### src/rtl/accel_dot_unit.sv
// accel_dot_unit: lane-serial signed dot product (DOT / DOT_ACC / DOT_RELU); optional saturation via ACCEL_DOT_SAT_EN
module accel_dot_unit #(
  parameter int ELEM_W = 8
) (
  input  logic        clk,
  input  logic        reset,
  input  logic        start,
  input  logic [1:0]  op,
  input  logic [31:0] src_a,
  input  logic [31:0] src_b,
  input  logic [31:0] acc_in,
  output logic        busy,
  output logic        result_valid,
  output logic [31:0] result
);
  localparam int LANES = 32 / ELEM_W;
  localparam logic [1:0] LAST = 2'(LANES - 1);
  typedef enum logic [1:0] {IDLE, RUN, DONE} state_t;
  state_t state;
  logic [31:0] a_r, b_r;
  logic [1:0] lane;
  logic relu;
  logic signed [31:0] acc, prod32, step;
  logic signed [ELEM_W-1:0] ea, eb;
  logic signed [2*ELEM_W-1:0] prod;
  logic signed [32:0] sum;
  // lane 0 always sits in the low bits; operands shift down one lane per cycle
  always_comb begin
    ea = a_r[ELEM_W-1:0];
    eb = b_r[ELEM_W-1:0];
    prod = ea * eb;
    prod32 = 32'(prod);
    sum = 33'(acc) + 33'(prod32);
`ifdef ACCEL_DOT_SAT_EN
    step = (sum[32] != sum[31]) ? (sum[32] ? 32'sh80000000 : 32'sh7FFFFFFF) : sum[31:0];
`else
    step = sum[31:0];
`endif
  end
  // control FSM, accumulator and registered outputs
  always_ff @(posedge clk) begin
    if (reset) begin
      state <= IDLE;
      busy <= 1'b0;
      result_valid <= 1'b0;
      result <= '0;
      acc <= '0;
      a_r <= '0;
      b_r <= '0;
      lane <= '0;
      relu <= 1'b0;
    end else begin
      result_valid <= 1'b0;
      if (state != RUN && start) begin
        state <= RUN;
        busy <= 1'b1;
        a_r <= src_a;
        b_r <= src_b;
        acc <= (op == 2'b01) ? acc_in : '0;
        relu <= op == 2'b10;
        lane <= '0;
      end else if (state == RUN) begin
        a_r <= a_r >> ELEM_W;
        b_r <= b_r >> ELEM_W;
        acc <= step;
        lane <= lane + 2'd1;
        if (lane == LAST) begin
          state <= DONE;
          busy <= 1'b0;
          result_valid <= 1'b1;
          result <= (relu && step[31]) ? '0 : step;
        end
      end else begin
        state <= IDLE;
      end
    end
  end
endmodule

### config.mk
export PLATFORM = sky130hd
export DESIGN_NAME = accel_dot_unit
export DESIGN_NICKNAME = d
export VERILOG_FILES = /design/src/rtl/accel_dot_unit.sv
export SDC_FILE = /design/constraint.sdc
export NUM_CORES = 1
export LEC_CHECK = 0
export BUFFER_PORTS_ARGS = -buffer_cell sky130_fd_sc_hd__buf_2
export CELL_PAD_IN_SITES_DETAIL_PLACEMENT = 1
export CELL_PAD_IN_SITES_GLOBAL_PLACEMENT = 1
export CORE_UTILIZATION = 45
export CTS_BUF_LIST = sky130_fd_sc_hd__clkbuf_8 sky130_fd_sc_hd__clkbuf_16
export CTS_CLUSTER_SIZE = 8
export DETAILED_ROUTE_END_ITERATION = 8
export HOLD_SLACK_MARGIN = 0.06
export PLACE_DENSITY = 0.83
export SLEW_MARGIN = 20
export SYNTH_ARGS = -nofsm -noshare
export SYNTH_HDL_FRONTEND = slang
export SYNTH_SLANG_ARGS = --single-unit
### constraint.sdc
create_clock -name clk -period 14.8 [get_ports clk]
set_input_delay 2.22 -clock clk [delete_from_list [all_inputs] [get_ports clk]]
set_output_delay 2.22 -clock clk [all_outputs]
set_load 0.01 [all_outputs]
==> out/results.tsv, run 1 <==
metric	value	unit
run_status	completed	
crit_path_max_fanout	25	
nFillCells	2621	
yosysWarningCount	0	
die_w	155.2	um
synthCells	1070	
yosysSeqAreaShare	0.2559	
critPathArrivalTime	7.48	ns
setup-tns-final	0	ns
synthTopCellsByArea	fa_1 26%, dfxtp_1 26%, ha_1 8.4%	
maxSlewHeadroom	0.3546	
ir_drop	0.00007519	V
antenna_found_initial	1	
synth_top_area_cell	fa_1	
skew	0.01094	ns
p_per_area	129.9	nW/um2
setup_violations	0	
cts_buffers	17	
areaGrowthSynthToFinish	13.99	%
portBuffers	134	
synth_top_area_frac	0.2578	
die-area	24080	um2
drive_above_1_share	0.1620	
rr_worst_depth	17	
path_clk_slew	0.07	ns
synthesis.nets	1378	
max_freq	140.9	MHz
multi_input_area	7213	um2
post_cts_buffers	0	
ioPinCount	135	
p_leak	5.828	nW
timing.rr.start	b_r[0]	
cpMostUsedCell	fa_1	
tightest_slew	0.9681	ns
seqCellArea	2703	um2
place.gp.congestion	0.8339	
finalCritPeriodShare	0.4796	
grt_pass1_wl	50950	um
worstPathRequired	15.18	ns
rsz0062_at_grt	no	
ctsHoldBuffers	0	
start_util	0.4622	
async_flop_share	0	
vias	8466	
synth-edff-count	0	
routed_via_density	5.648	
row_count	55	
grt_max_degree	85	
clock_latency	0.44	ns
final_nets	1480	
cp_cell_sequence	and2_2 -> inv_1 -> fa_1 -> inv_1 -> fa_1 -> fa_1 -> fa_1 -> fa_1 -> ha_1 -> a21oi_1 -> o211ai_2 -> a32o_1 -> o2111ai_1 -> and3_1 -> o21ba_2 -> o31a_1 -> a22o_1	
crit_path_top_delay_cell	and2_2	
placedCellCount	1466	
finalMaxSlewViolations	0	
htree_levels	4	
start_kind	flop	
grt_use_total	0.2761	
syn_area	10560	um2
drc	0	
max_stage_delay	0.84	ns
ys_dominant_reg_cell	dfxtp_1	
holdPathEnd	result[24]	
worstHoldPathType	flop to flop	
min_period	7.098	ns
die_h	155.2	um
min_path_cells	2	
path_class	flop to flop	
final_cells	1499	
clockRootBuffer	clkbuf_16	
ys_ff_latch	135	
synth_commonest_cells	136 x fa_1, 135 x dfxtp_1, 112 x inv_1	
synth_area_per_cell	9.869	um2
postCtsResizedCells	0	
drt_iter0_markers	514	
drt-wirelength-per-cell	20.84	um
hold_violations	0	
grt-ovfl-total	0	
hp-start	result[24]	
ant_nets	0	
grt_pass1_vias	9584	
routed_wl	31240	um
first_pass_iters	4	
cp-end-kind	flop	
r2r-end	result[7]	
cts_buffer_depth	2	
cts_tree	done	
yosysUniqueCellTypes	54	
maxCapViolCount	0	
reg2reg_slack	7.70	ns
synth.most_common_cell	fa_1	
clock-sinks	135	
hpwl	22780	um
core	22850	um2
==> critical path, delay by kind of cell (launching register included) <==
family	cells	cell delay (ns)
simple gates	2	1.08
buf+inv	2	0.18
flops	1	0.49
compound gates	7	2.42
fa+ha+maj	6	2.83
==> state kept, by name, indices dropped and copies added, names as in the netlist <==
name	cells
result	32
a_r	32
lane	2
busy	1
state	2
result_valid	1
b_r	32
relu	1
acc	32
==> where the power goes <==
group / leakage (nW) / internal (W) / switching (W)
combinational: 4.45 / 0.000287 / 0.000437
sequential: 1.11 / 0.000391 / 0.0000305
clock: 0.274 / 0.000222 / 0.000197
total: 5.83 / 0.000899 / 0.000665
==> routing by layer <==
layer  global-route usage  part of all wire
met4               0.1377             0.043
met2               0.5017              0.53
met3              0.04345             0.026
met5                    0                 0
met1               0.3146              0.40
==> kinds of logic after synthesis <==
family,after synthesis,synth area share
compound gates,204,0.1437
flops,135,0.2559
xor+xnor,29,0.02405
simple gates,257,0.1103
buf+inv,174,0.06339
fa+ha+maj,207,0.3419
mux,64,0.06066
==> cell usage in the layout, fill, tap and decap left out, types with 5 or more instances in the layout <==
master     count
a211oi_1      60
a21o_1         6
a21oi_1       25
a221oi_1      33
a22o_1        20
and2_1        35
buf_2        133
buf_4         10
clkbuf_16     17
dfxtp_1      135
fa_1         136
ha_1          71
inv_1        112
inv_8          5
mux2i_1       64
nand2_1       55
nand2b_1       5
nand3_1       11
nor2_1       109
nor2b_1        5
nor3_1        24
o21ai_0       23
xnor2_1       19
xor2_1        10
==> metrics by stage <==
step	instance area [um2]	utilization	worst slack, ns	hold slack, ns	power [W]
after global routing	12040	0.5269	7.272	0.4914	0.001668
after floorplan	10560	-	8.480	0.4516	0.0009277
after CTS	12040	0.5268	7.667	0.4590	0.001571
after detailed placement	11480	0.5023	7.816	0.4426	0.001139
final	12040	0.5269	7.702	0.4589	0.001564
after global placement	11480	0.5023	8.185	0.4320	0.001090
==> worst max-delay path by stage <==
stage / start / slack [ns] / cells past startpoint / endpoint
after detailed placement: b_r[0] / 7.82 / 17 / result[7]
after global placement: b_r[0] / 8.19 / 17 / result[0]
after global routing: b_r[0] / 7.27 / 17 / result[7]
after floorplan: b_r[0] / 8.48 / 19 / result[0]
after CTS: b_r[0] / 7.67 / 17 / result[7]
final: b_r[0] / 7.70 / 17 / result[7]
==> final cells by class <==
type                       count  share of cell area
timing repair buffer         143             0.06153
inverter                     114             0.03555
tap                          313             0.03253
sequential                   135              0.2245
multi-input combinational    761              0.5992
clock buffer                  17             0.03534
clock inverter                15             0.01112
antenna                        1           0.0002079
No activity file was read; power rests on OpenSTA's default activity.
==> inputs of run 2 (changes only) <==
CORE_UTILIZATION = 42   (was 45)
PLACE_DENSITY = 0.81   (was 0.83)
clock period = 6.47 ns   (was 14.8 ns; I/O delays follow)
==> out/results.tsv, run 2 (synthesis results as in run 1) <==
metric	value	unit	change
run_status	completed		
cpMostUsedCell	buf_4		
maxCapViolCount	0		unchanged
drt-wirelength-per-cell	20.74	um	-0.49%
grt_use_total	0.2564		-0.01972
clockRootBuffer	clkbuf_16		
first_pass_iters	4		unchanged
ir_drop	0.0001505	V	+100%
ioPinCount	135		unchanged
clock_latency	0.45	ns	about the same
antenna_found_initial	3		+2
hpwl	23350	um	+2.5%
core	24460	um2	+7.1%
max_stage_delay	0.72	ns	-0.12 ns
grt_max_degree	72		-15%
path_class	flop to flop		
die-area	25780	um2	+7.0%
ant_nets	0		unchanged
vias	8479		+0.15%
hold_violations	0		unchanged
finalCritPeriodShare	0.9569		+0.4773
path_clk_slew	0.07	ns	about the same
routed_wl	31610	um	+1.2%
row_count	57		+3.6%
final_util	0.5006		-0.02625
tightest_slew	0.7349	ns	-0.2332 ns
cts_buffer_depth	2		unchanged
rsz0062_at_grt	no		
cp_cell_sequence	nand2_1 -> fa_2 -> fa_2 -> clkinvlp_4 -> buf_4 -> buf_4 -> fa_1 -> fa_1 -> ha_1 -> ha_1 -> a21o_1 -> a21oi_1 -> o21ai_1 -> or4_1 -> o21ai_0 -> nor3b_1 -> o31a_1 -> buf_4 -> a22o_1		
drive_above_1_share	0.1761		+0.01410
grt_pass1_vias	9506		-0.81%
grt-ovfl-total	0		unchanged
max_freq	161.5	MHz	+15%
maxSlewHeadroom	0.5090		+0.1544
p_per_area	301.7	nW/um2	+130%
die_h	160.6	um	+3.5%
worstPathRequired	6.80	ns	-8.38 ns
final_nets	1493		+0.88%
layout_commonest_cell	fa_1		
setup-tns-final	0	ns	unchanged
p_leak	5.920	nW	+1.6%
setup_violations	0		unchanged
worstHoldPathType	flop to flop		
layout_common_cells	134 x fa_1, 133 x buf_2, 132 x dfxtp_1		
start_kind	flop		
cts_buffers	17		unchanged
ctsHoldBuffers	0		unchanged
htree_levels	4		unchanged
cp-end-kind	flop		
grt_pass1_wl	50890	um	-0.11%
cts_tree	done		
skew	0.01122	ns	+0.0002840 ns
finalMaxSlewViolations	0		unchanged
drc	0		unchanged
critPathArrivalTime	6.52	ns	-0.96 ns
die_w	160.6	um	+3.5%
portBuffers	134		unchanged
crit_path_max_fanout	20		-20%
areaGrowthSynthToFinish	15.97	%	
start_util	0.4317		-0.03052
min_period	6.191	ns	-0.9069 ns
routed_via_density	5.564		-1.5%
reg2reg_slack	0.28	ns	-7.42 ns
nFillCells	2780		+6.1%
drt_iter0_markers	550		+7.0%
clock-sinks	135		unchanged
place.gp.congestion	0.8472		+1.6%
crit_path_top_delay_cell	fa_2		
run 2: power by group:
| group | internal, W | switching [W] |
|---|---|---|
| Combinational | 0.000671 | 0.000999 |
| Sequential | 0.000894 | 0.0000688 |
| Clock | 0.000592 | 0.000471 |
| Total | 0.00216 | 0.00154 |
run 2: worst paths after layout:
| kind | startpoint | endpoint | cells past startpoint |
|---|---|---|---|
| worst max-delay path | a_r[7] | result[16] | 19 |
| worst min-delay path | result[27] | result[27] | 2 |
| worst max register to register | a_r[7] | result[16] | 19 |
| worst min register to register | result[27] | result[27] | 2 |
run 2: metal layers:
| metal | vias to the layer above | part of all wire | global-route usage |
|---|---|---|---|
| met4 | 0 | 0.035 | 0.1216 |
| met2 | 214 | 0.54 | 0.4603 |
| met5 | - | 0 | 0 |
| met1 | 4316 | 0.38 | 0.2946 |
| li1 | 3881 | - | - |
| met3 | 68 | 0.045 | 0.04494 |
run 2: metrics by stage:
step / std cells / instance area (um2) / setup WS (ns) / hold WS [ns] / total power, W
final: 1524 / 12250 / 0.2788 / 0.4578 / 0.003695
after CTS: 1520 / 12210 / 0.1629 / 0.4592 / 0.003704
after global placement: 1488 / 11580 / 0.4870 / 0.4368 / 0.002509
after detailed placement: 1488 / 11580 / 0.2053 / 0.4427 / 0.002608
after global routing: 1524 / 12250 / 0.04549 / 0.4777 / 0.003946
after floorplan: 1070 / 10560 / 0.1504 / 0.4516 / 0.002122
run 2: critical path: cells and delay by family (launching register included):
family	cells	cell delay [ns]
buffers and inverters	4	0.85
AOI/OAI and AO/OA	6	1.18
DFF	1	0.41
and+or+nand+nor	3	0.71
adders and majority gates	6	2.90
run 2: timing repair:
action | 4_1_cts | 5_1_grt
endpoints found under the setup margin | 0 | 37
setup buffers | 0 | 2
hold endpoints to repair | 0 | 0
gates resized for setup | 0 | 6
run 2: final cells by class:
class | instances | area, um2 | share of cell area
inverter | 114 | 431.7 | 0.03525
multi-input combinational | 761 | 7218 | 0.5894
antenna | 2 | 5.005 | 0.0004087
clock buffer | 17 | 425.4 | 0.03474
clock inverter | 15 | 203.9 | 0.01665
timing repair buffer | 156 | 850.8 | 0.06947
sequential | 135 | 2706 | 0.2210
tap | 324 | 405.4 | 0.03310
==> inputs of run 3 (changes only) <==
ABC_AREA = 1   (was default)
CORE_UTILIZATION = 40   (was 42)
==> out/results.tsv, run 3 <==
metric	value	unit	change
grt_pass1_wl	61690	um	+21%
syn_area	11690	um2	+11%
hpwl	30010	um	+29%
ctsHoldBuffers	0		unchanged
tightest_slew	1.082	ns	+0.3475 ns
clock_latency	0.44	ns	about the same
final_nets	1965		+32%
maxCapViolCount	0		unchanged
placedCellCount	2022		+36%
crit_start	b_r[2]		
clockRootBuffer	clkbuf_16		
ys_ff_latch	135		unchanged
maxSlewHeadroom	0.2776		-0.2314
setup_violations	0		unchanged
grt_pass1_vias	11420		+20%
use_met3	0.02880		-0.01613
synth_commonest_cells	485 x nand2_1, 301 x inv_1, 136 x fa_1		
max_stage_delay	0.67	ns	-0.05 ns
seqCellArea	2703	um2	-0.14%
start_util	0.4072		-0.02446
use_met1	0.3255		+0.03092
rsz0062_at_grt	no		
path_clk_slew	0.07	ns	about the same
yosysWarningCount	0		unchanged
ioPinCount	135		unchanged
cts_tree	done		
crit_path_max_fanout	31		+55%
row_count	62		+8.8%
finalMaxSlewViolations	0		unchanged
path_class	flop to flop		
crit_path_top_delay_cell	fa_1		
max_freq	166.4	MHz	+3.0%
worstHoldPathType	flop to flop		
synthesis.nets	1865		+35%
antenna_cells	0		-2
layout_common_cells	485 x nand2_1, 298 x inv_1, 136 x fa_1		
min_path_cells	2		unchanged
synth-edff-count	0		unchanged
p_per_area	217.7	nW/um2	-28%
ir_drop	0.0001450	V	-3.7%
drc	0		unchanged
htree_levels	4		unchanged
first_pass_iters	5		+1
worstPathRequired	6.85	ns	+0.05 ns
holdPathEnd	result[13]		
cp_cell_sequence	nand2_1 -> fa_1 -> inv_1 -> fa_1 -> fa_1 -> inv_1 -> fa_1 -> inv_1 -> ha_1 -> ha_1 -> nand2_1 -> nor2_2 -> inv_1 -> nor3_1 -> a21oi_1 -> nand3_1 -> nand2_2 -> nand2_4 -> nand3_1 -> nand2_1		
synthCells	1557		+46%
async_flop_share	0		unchanged
die-area	29910	um2	+16%
run_status	completed		
synth.most_common_cell	nand2_1		
synthTopCellsByArea	fa_1 23%, dfxtp_1 23%, nand2_1 16%		
ys_dominant_reg_cell	dfxtp_1		
cts_buffers	17		unchanged
clock-sinks	135		unchanged
routed_via_density	5.123		-7.9%
p_leak	7.392	nW	+25%
cp-end-kind	flop		
start_kind	flop		
die_h	172.9	um	+7.7%
areaGrowthSynthToFinish	13.24	%	
drt_iter0_markers	600		+9.1%
postCtsResizedCells	0		unchanged
rr_worst_depth	20		+1
vias	10520		+24%
hold_slack	0.4549	ns	-0.002936 ns
drive_above_1_share	0.1269		-0.04918
grt_max_degree	76		+5.6%
multi_input_area	7551	um2	+4.6%
worst_slack	0.4609	ns	+0.1821 ns
min_period	6.009	ns	-0.1821 ns
die_w	172.9	um	+7.7%
yosysSeqAreaShare	0.2312		-0.02471
place.gp.congestion	0.9109		+7.5%
hold_violations	0		unchanged
yosysUniqueCellTypes	38		-30%
synth_top_area_frac	0.2329		-0.02489
routed_wl	38100	um	+21%
critPathArrivalTime	6.39	ns	-0.13 ns
post_cts_buffers	0		unchanged
antenna_found_initial	0		-3
hp-start	result[13]		
gr-max-usage-layer	met2		
synth_top_area_cell	fa_1		
dp_slack	0.4745	ns	+0.2692 ns
final_cells	2054		+35%
layout_commonest_cell	nand2_1		
grt-ovfl-total	0		unchanged
reg2reg_slack	0.46	ns	+0.18 ns
portBuffers	134		unchanged
ant_nets	0		unchanged
setup-tns-final	0	ns	unchanged
nFillCells	3658		+32%
met2_usage	0.4760		+0.01572
core	28700	um2	+17%
skew	0.01773	ns	+0.006507 ns
drt-wirelength-per-cell	18.55	um	-11%
timing.rr.start	b_r[2]		
cts_buffer_depth	2		unchanged
synth_area_per_cell	7.507	um2	-24%
grt_use_total	0.2648		+0.008332
finalCritPeriodShare	0.9288		-0.02814
r2r-end	result[12]		
-- run 3: cell types whose count changed after synthesis, sizes merged, moves of 61 or more --
cell | before | now
nand2 | 55 | 490
inv | 112 | 304
mux2i | 64 | 0
a21oi | 28 | 90
nand3 | 11 | 73
a211oi | 61 | 0
-- run 3: kinds of logic after synthesis --
| family | count (synthesis) | synth area share |
|---|---|---|
| AOI/OAI and AO/OA | 184 | 0.09345 |
| xor gates and xnor gates | 15 | 0.01124 |
| adders and majority gates | 207 | 0.3089 |
| and+or+nand+nor | 646 | 0.2313 |
| DFF | 135 | 0.2312 |
| buffers and inverters | 370 | 0.1238 |
-- run 3: power by group --
group          internal [W]  leakage [nW]  total (W)  switching, W
clock network      0.000554         0.292    0.00103      0.000477
registers          0.000880          1.10   0.000926     0.0000465
logic              0.000316          6.00   0.000924      0.000607
-- run 3: critical path, delay by kind of cell, from the launching register on --
family | cells | cell delay (ns)
AND/OR/NAND/NOR | 9 | 1.56
flip-flops | 1 | 0.51
buffers and inverters | 4 | 0.81
AO/OA/AOI/OAI | 1 | 0.11
adder cells (fa/ha/maj) | 6 | 2.94
-- run 3: metrics by stage --
stage / util / power [W] / area (um2)
floorplan: - / 0.001533 / 11690
global placement: 0.4404 / 0.001827 / 12640
detailed placement: 0.4404 / 0.001868 / 12640
CTS: 0.4612 / 0.002906 / 13240
global route: 0.4612 / 0.003033 / 13240
finish: 0.4612 / 0.002881 / 13240
-- run 3: how the worst max path moves through the flow --
stage                            end  cells after the start
after global placement     result[8]                     23
after detailed placement  result[27]                     19
after global routing      result[27]                     23
after CTS                 result[12]                     20
after floorplan           result[27]                     24
final                     result[12]                     20
-- run 3: area by class of cell --
type / count / share of cell area
Multi-Input combinational cell: 1052 / 0.5705
Sequential cell: 135 / 0.2042
Inverter: 305 / 0.08649
Timing Repair Buffer: 146 / 0.05747
Tap cell: 384 / 0.03630
Clock buffer: 17 / 0.03214
Clock inverter: 15 / 0.01295
-- run 3: layer usage --
metal | routed length (um) | part of all wire | up-vias
met3 | 1136 | 0.030 | 64
met2 | 19350 | 0.51 | 230
li1 | - | - | 4982
met5 | 0 | 0 | -
met4 | 1374 | 0.036 | 0
met1 | 16240 | 0.43 | 5246
